`config.mk`:
```
export PLATFORM = sky130hd
export DESIGN_NAME = regs16_wb_arbiter
export DESIGN_NICKNAME = d
export VERILOG_FILES = /design/src/rtl/regs16_pkg.sv /design/src/rtl/rr_arb2.sv /design/src/rtl/regs16_wb_arbiter.sv
export SDC_FILE = /design/constraint.sdc
export NUM_CORES = 1
export LEC_CHECK = 0
export ABC_CLOCK_PERIOD_IN_PS = 2100
export BUFFER_PORTS_ARGS = -buffer_cell sky130_fd_sc_hd__buf_2
export CELL_PAD_IN_SITES_DETAIL_PLACEMENT = 2
export CELL_PAD_IN_SITES_GLOBAL_PLACEMENT = 2
export CORE_MARGIN = 2
export CORE_UTILIZATION = 24
export DETAILED_ROUTE_END_ITERATION = 6
export PLACE_DENSITY_LB_ADDON = 0.1
export SYNTH_ARGS = -nofsm -noshare
export SYNTH_HDL_FRONTEND = slang
export SYNTH_SLANG_ARGS = --single-unit
```
`constraint.sdc`:
```
create_clock -name clk -period 2.1 [get_ports clk]
set_clock_uncertainty 0.15 [all_clocks]
set_input_delay 0.21 -clock clk [delete_from_list [all_inputs] [get_ports clk]]
set_output_delay 0.21 -clock clk [all_outputs]
set_load 0.1 [all_outputs]
```
`src/rtl/regs16_pkg.sv`:
```
// Shared types and sizes for the 16x32 register file and its writeback path.
package regs16_pkg;

  localparam int RF_AW    = 4;
  localparam int RF_DW    = 32;
  localparam int RF_DEPTH = 16;

  typedef enum logic {
    GRANT_A = 1'b0,
    GRANT_B = 1'b1
  } grant_e;

  typedef struct packed {
    logic [RF_AW-1:0] addr;
    logic [RF_DW-1:0] data;
  } wb_req_t;

endpackage

```
`src/rtl/rr_arb2.sv`:
```
// Two-way round-robin arbiter: on conflict the side that did not win last time
// is granted. Grant is one-hot (or zero when nothing is requested).
module rr_arb2
  import regs16_pkg::*;
(
  input  logic [1:0] valid,
  input  grant_e     last_grant,
  output logic [1:0] grant
);

  always_comb begin
    // NOTE: default first so every path assigns grant and no latch is inferred.
    grant = 2'b00;
    case (valid)
      2'b01:   grant = 2'b01;
      2'b10:   grant = 2'b10;
      2'b11:   grant = (last_grant == GRANT_B) ? 2'b01 : 2'b10;
      default: grant = 2'b00;
    endcase
  end

endmodule

```
`src/rtl/regs16_wb_arbiter.sv`:
```
// Shares the regs16 write port between ALU (A) and load (B) writeback, round-robin.
// Optional same-cycle read forwarding when REGS16_WB_BYPASS_EN is defined.
module regs16_wb_arbiter
  import regs16_pkg::*;
#(
  parameter int AW   = RF_AW,
  parameter int DW   = RF_DW,
  parameter int CNTW = 16
) (
  input  logic            clk,
  input  logic            rst,
  input  logic            a_valid,
  output logic            a_ready,
  input  logic [AW-1:0]   a_addr,
  input  logic [DW-1:0]   a_data,
  input  logic            b_valid,
  output logic            b_ready,
  input  logic [AW-1:0]   b_addr,
  input  logic [DW-1:0]   b_data,
  output logic            rf_wen,
  output logic [AW-1:0]   rf_waddr,
  output logic [DW-1:0]   rf_wdata,
  output logic            last_grant,
  output logic [CNTW-1:0] stall_cnt
`ifdef REGS16_WB_BYPASS_EN
  ,
  input  logic [AW-1:0]   raddr1,
  input  logic [AW-1:0]   raddr2,
  input  logic [DW-1:0]   rf_rdata1,
  input  logic [DW-1:0]   rf_rdata2,
  output logic [DW-1:0]   fwd_data1,
  output logic [DW-1:0]   fwd_data2
`endif
);

  grant_e     last_q;
  logic [1:0] grant;
  logic       a_xfer;
  logic       b_xfer;
  logic       stall;

  rr_arb2 u_arb (
    .valid      ({b_valid, a_valid}),
    .last_grant (last_q),
    .grant      (grant)
  );

  // Nothing is accepted while in reset, so an in-flight request simply retries.
  assign a_ready    = grant[0] & ~rst;
  assign b_ready    = grant[1] & ~rst;
  assign a_xfer     = a_valid & a_ready;
  assign b_xfer     = b_valid & b_ready;
  assign stall      = (a_valid & ~a_ready) | (b_valid & ~b_ready);
  assign last_grant = last_q;

  always_ff @(posedge clk) begin
    // NOTE: non-blocking assignments so all registers sample pre-edge values.
    if (rst) begin
      rf_wen    <= 1'b0;
      rf_waddr  <= '0;
      rf_wdata  <= '0;
      last_q    <= GRANT_B;
      stall_cnt <= '0;
    end else begin
      rf_wen <= a_xfer | b_xfer;
      if (a_xfer) begin
        rf_waddr <= a_addr;
        rf_wdata <= a_data;
        last_q   <= GRANT_A;
      end else if (b_xfer) begin
        rf_waddr <= b_addr;
        rf_wdata <= b_data;
        last_q   <= GRANT_B;
      end
      if (stall && (stall_cnt != {CNTW{1'b1}})) begin
        stall_cnt <= stall_cnt + 1'b1;
      end
    end
  end

`ifdef REGS16_WB_BYPASS_EN
  // The committed write lands in regs16 one edge later; forward it meanwhile.
  assign fwd_data1 = (rf_wen && (rf_waddr == raddr1)) ? rf_wdata : rf_rdata1;
  assign fwd_data2 = (rf_wen && (rf_waddr == raddr2)) ? rf_wdata : rf_rdata2;
`endif

endmodule

```
==> flow_metrics.env <==
export IMPL_status="complete, no violations"
export IMPL_syn_num_nets=390
export IMPL_fp_coreArea_um2=10700
export IMPL_power_density_nw_per_um2=708
export IMPL_setup_viol=0
export IMPL_endpoint_kind="register"
export IMPL_p_switching_uw=938
export IMPL_synth_top_family_by_area="simple AND/OR/NAND/NOR gates"
export IMPL_drt_first_pass_iters=4
export IMPL_antenna_left=0
export IMPL_postSynthCellCount=313
export IMPL_dp_cells=569
export IMPL_crit_end="stall_cnt[3]"
export IMPL_hold_buffers=0
export IMPL_synthXorXnorAreaFrac_pct=0
export IMPL_post_drt_wl_per_cell_um=15.3
export IMPL_numPortBuffers=131
export IMPL_wl_mm=8.84
export IMPL_synth_ff_latch_count=54
export IMPL_clock_latency_ps=310
export IMPL_ys_seq_area_share_pct=41.5
export IMPL_cts_setup_buffers=0
export IMPL_synth_edf_count=0
export IMPL_p_leak_nw=1.55
export IMPL_dpl_cell_area_um2=3490
export IMPL_start_util_pct=24.3
export IMPL_max_clock_freq_mhz=510
export IMPL_synth_avg_cell_area_um2=8.32
export IMPL_ys_top_cells_by_count="dfxtp_1 (54), nand2_1 (43), a21oi_1 (40), o22ai_1 (36), nor2b_1 (35)"
export IMPL_overflow=0
export IMPL_vdd_ir_drop_max_v=0.000277
export IMPL_ys_types=39
export IMPL_final_min_clock_period_ps=1960
export IMPL_r2r_cells=6
export IMPL_antenna_cells=0
export IMPL_cts_buffers=5
export IMPL_cp_slowest_cell="dfxtp_4"
export IMPL_worstSetupStartpointType="register"
export IMPL_ctsHtreeMaxLevel=2
export IMPL_syn_area_um2=2600
export IMPL_drv_cap=0
export IMPL_synth_fa_ha_area_share_pct=1.01
export IMPL_slew_headroom_pct=66.2
export IMPL_fin_area_um2=3600
export IMPL_clkTransAtPathRegs_ps=100
export IMPL_switching_share_pct=36.8
export IMPL_hold_path_class="in -> reg"
export IMPL_num_rows=38
export IMPL_crit_type="reg -> reg"
export IMPL_synthMuxAreaShare_pct=3.41
export IMPL_drc=0
export IMPL_final_nets=513
export IMPL_max_slew_worst_pin_slew_ps=511
export IMPL_dieHeight_um=108
export IMPL_syn2layout_area_growth_pct=38.3
export IMPL_fillCellCount=1271
export IMPL_clkPwrFrac_pct=27.7
export IMPL_root_buffer="clkbuf_8"
export IMPL_cts_resized=0
export IMPL_max_stage_delay_ps=370
export IMPL_crit_chain="ha_1, nand3_1, buf_4, nor3_4, a211oi_1, mux2_2"
export IMPL_grt_pass1_vias=2797
export IMPL_synth_warnings=0
export IMPL_r2r_end="stall_cnt[3]"
export IMPL_gp_congestion=0.731
export IMPL_rr_startpoint="stall_cnt[0]"
export IMPL_yosysMostFrequentCell="dfxtp_1"
export IMPL_drv_slew=0
export IMPL_min_period_over_period_pct=93.4
export IMPL_critPathLaunch="stall_cnt[0]"
export IMPL_final_layout_size_suffix_gt1_share_pct=41.0
export IMPL_drt_initial_drc_count=67
export IMPL_yosysTopAreaCellShare_pct=41.5
export IMPL_fin_cells=577
export IMPL_yosysTopAreaCell="dfxtp_1"
export IMPL_cp_data_arrival_time_ps=2010
export IMPL_clock_sinks=54
export IMPL_grt_pass1_wl_mm=13.9
export IMPL_crit_required_ps=2150
export IMPL_antenna_found_initial=2
export IMPL_cts_tree="yes"
export IMPL_synthSimpleGateAreaFrac_pct=28.7
export IMPL_rsz0062_at_grt="false"
export IMPL_finalHoldViolCount=0
export IMPL_dp_hpwl_mm=6.49
export IMPL_yosys_top_cells_area="dfxtp_1 (42%), o22ai_1 (8.6%), nor2b_1 (8.4%)"
export IMPL_setup_tns_ps=0
export IMPL_vias=2751
export IMPL_p_seq_share_pct=43.1
export IMPL_reg2reg_setup_slack_ps=140
export IMPL_viasPerCell=4.77
export IMPL_clock_path_buffers=2
export IMPL_grt_usage_pct=15.0
export IMPL_die_area_um2=11700
export IMPL_grt_max_degree=74
export IMPL_synth_ff_type="dfxtp_1"
export IMPL_fp_dieW_um=108
export IMPL_async_reset_ff_share_pct=0
export IMPL_ios=132
export IMPL_synth_compound_area_share_pct=21.3
export IMPL_path_max_fanout=5
export IMPL_p_int_mw=1.61
export IMPL_power_frac_comb_pct=29.2
[final cells by class]
class | count | area (µm²) | share of cell area [%]
Tap cell | 140 | 175 | 4.86
Clock buffer | 6 | 72.6 | 2.01
Sequential cell | 54 | 1110 | 30.8
Multi-Input combinational cell | 235 | 1430 | 39.6
Timing Repair Buffer | 138 | 776 | 21.5
Clock inverter | 2 | 36.3 | 1.01
Inverter | 2 | 7.51 | 0.208
[power by group through the flow]
| stage | clock network, mW | logic [mW] | registers, mW |
|---|---|---|---|
| global route | 0.801 | 0.790 | 1.11 |
| global placement | 0 | 0.745 | 1.12 |
| finish | 0.707 | 0.744 | 1.10 |
| CTS | 0.755 | 0.754 | 1.10 |
| detailed placement | 0 | 0.753 | 1.13 |
| floorplan | 0 | 0.186 | 1.50 |
[cell usage in the layout (no fill, tap or decap), types with 7 or more instances in the layout]
master,count
a21oi_1,40
and2b_1,10
buf_2,129
dfxtp_1,37
dfxtp_2,14
mux2_2,7
nand2_1,43
nor2_1,12
nor2b_1,35
o22ai_1,36
[cell families (layout without fill, tap and decap cells)]
family	Yosys count	after routing
buffers and inverters	24	148
muxes	8	8
and+or+nand+nor	132	132
adders and majority gates	2	2
AOI/OAI and AO/OA	93	93
DFF	54	54
[worst max-delay path, delay by kind of cell (launching register included)]
kind                     cells  cell delay, ps
AO/OA/AOI/OAI                1             320
buffers and inverters        1             150
AND/OR/NAND/NOR              2             240
adder cells (fa/ha/maj)      1             260
multiplexers                 1             370
flip-flops                   1             370
[state kept, by name, summed over array words and instances, names as in the netlist]
register / count
last_grant: 1
rf_waddr: 4
rf_wdata: 32
rf_wen: 1
stall_cnt: 16
[how the worst min path moves through the flow]
stage,depth (start not counted),from,to
floorplan,2,b_valid,last_grant
global placement,2,rf_wdata[26],rf_wdata[26]
detailed placement,2,rf_wdata[9],rf_wdata[9]
CTS,3,b_addr[0],rf_waddr[0]
global route,3,b_data[23],rf_wdata[23]
finish,3,b_data[27],rf_wdata[27]
[metal layers]
layer  global-route usage [%]  up-vias  wire length [µm]
met5                        0        -                25
met4                     3.85        4               110
met3                     3.80       12               567
met2                     27.5       72              4400
met1                     17.2     1301              3730
li1                         -     1362                 -
[metrics by stage]
| step | total power [mW] | util [%] | setup WS, ps | hold slack (ps) |
|---|---|---|---|---|
| floorplan | 1.69 | - | 22.4 | 197 |
| CTS | 2.61 | 33.7 | 111 | 26.9 |
| global placement | 1.87 | 32.7 | 174 | 289 |
| detailed placement | 1.88 | 32.7 | 129 | 298 |
| finish | 2.55 | 33.7 | 140 | 37.6 |
| global route | 2.70 | 33.7 | 36.2 | 42.1 |
Power figures use the tool's default switching activity.
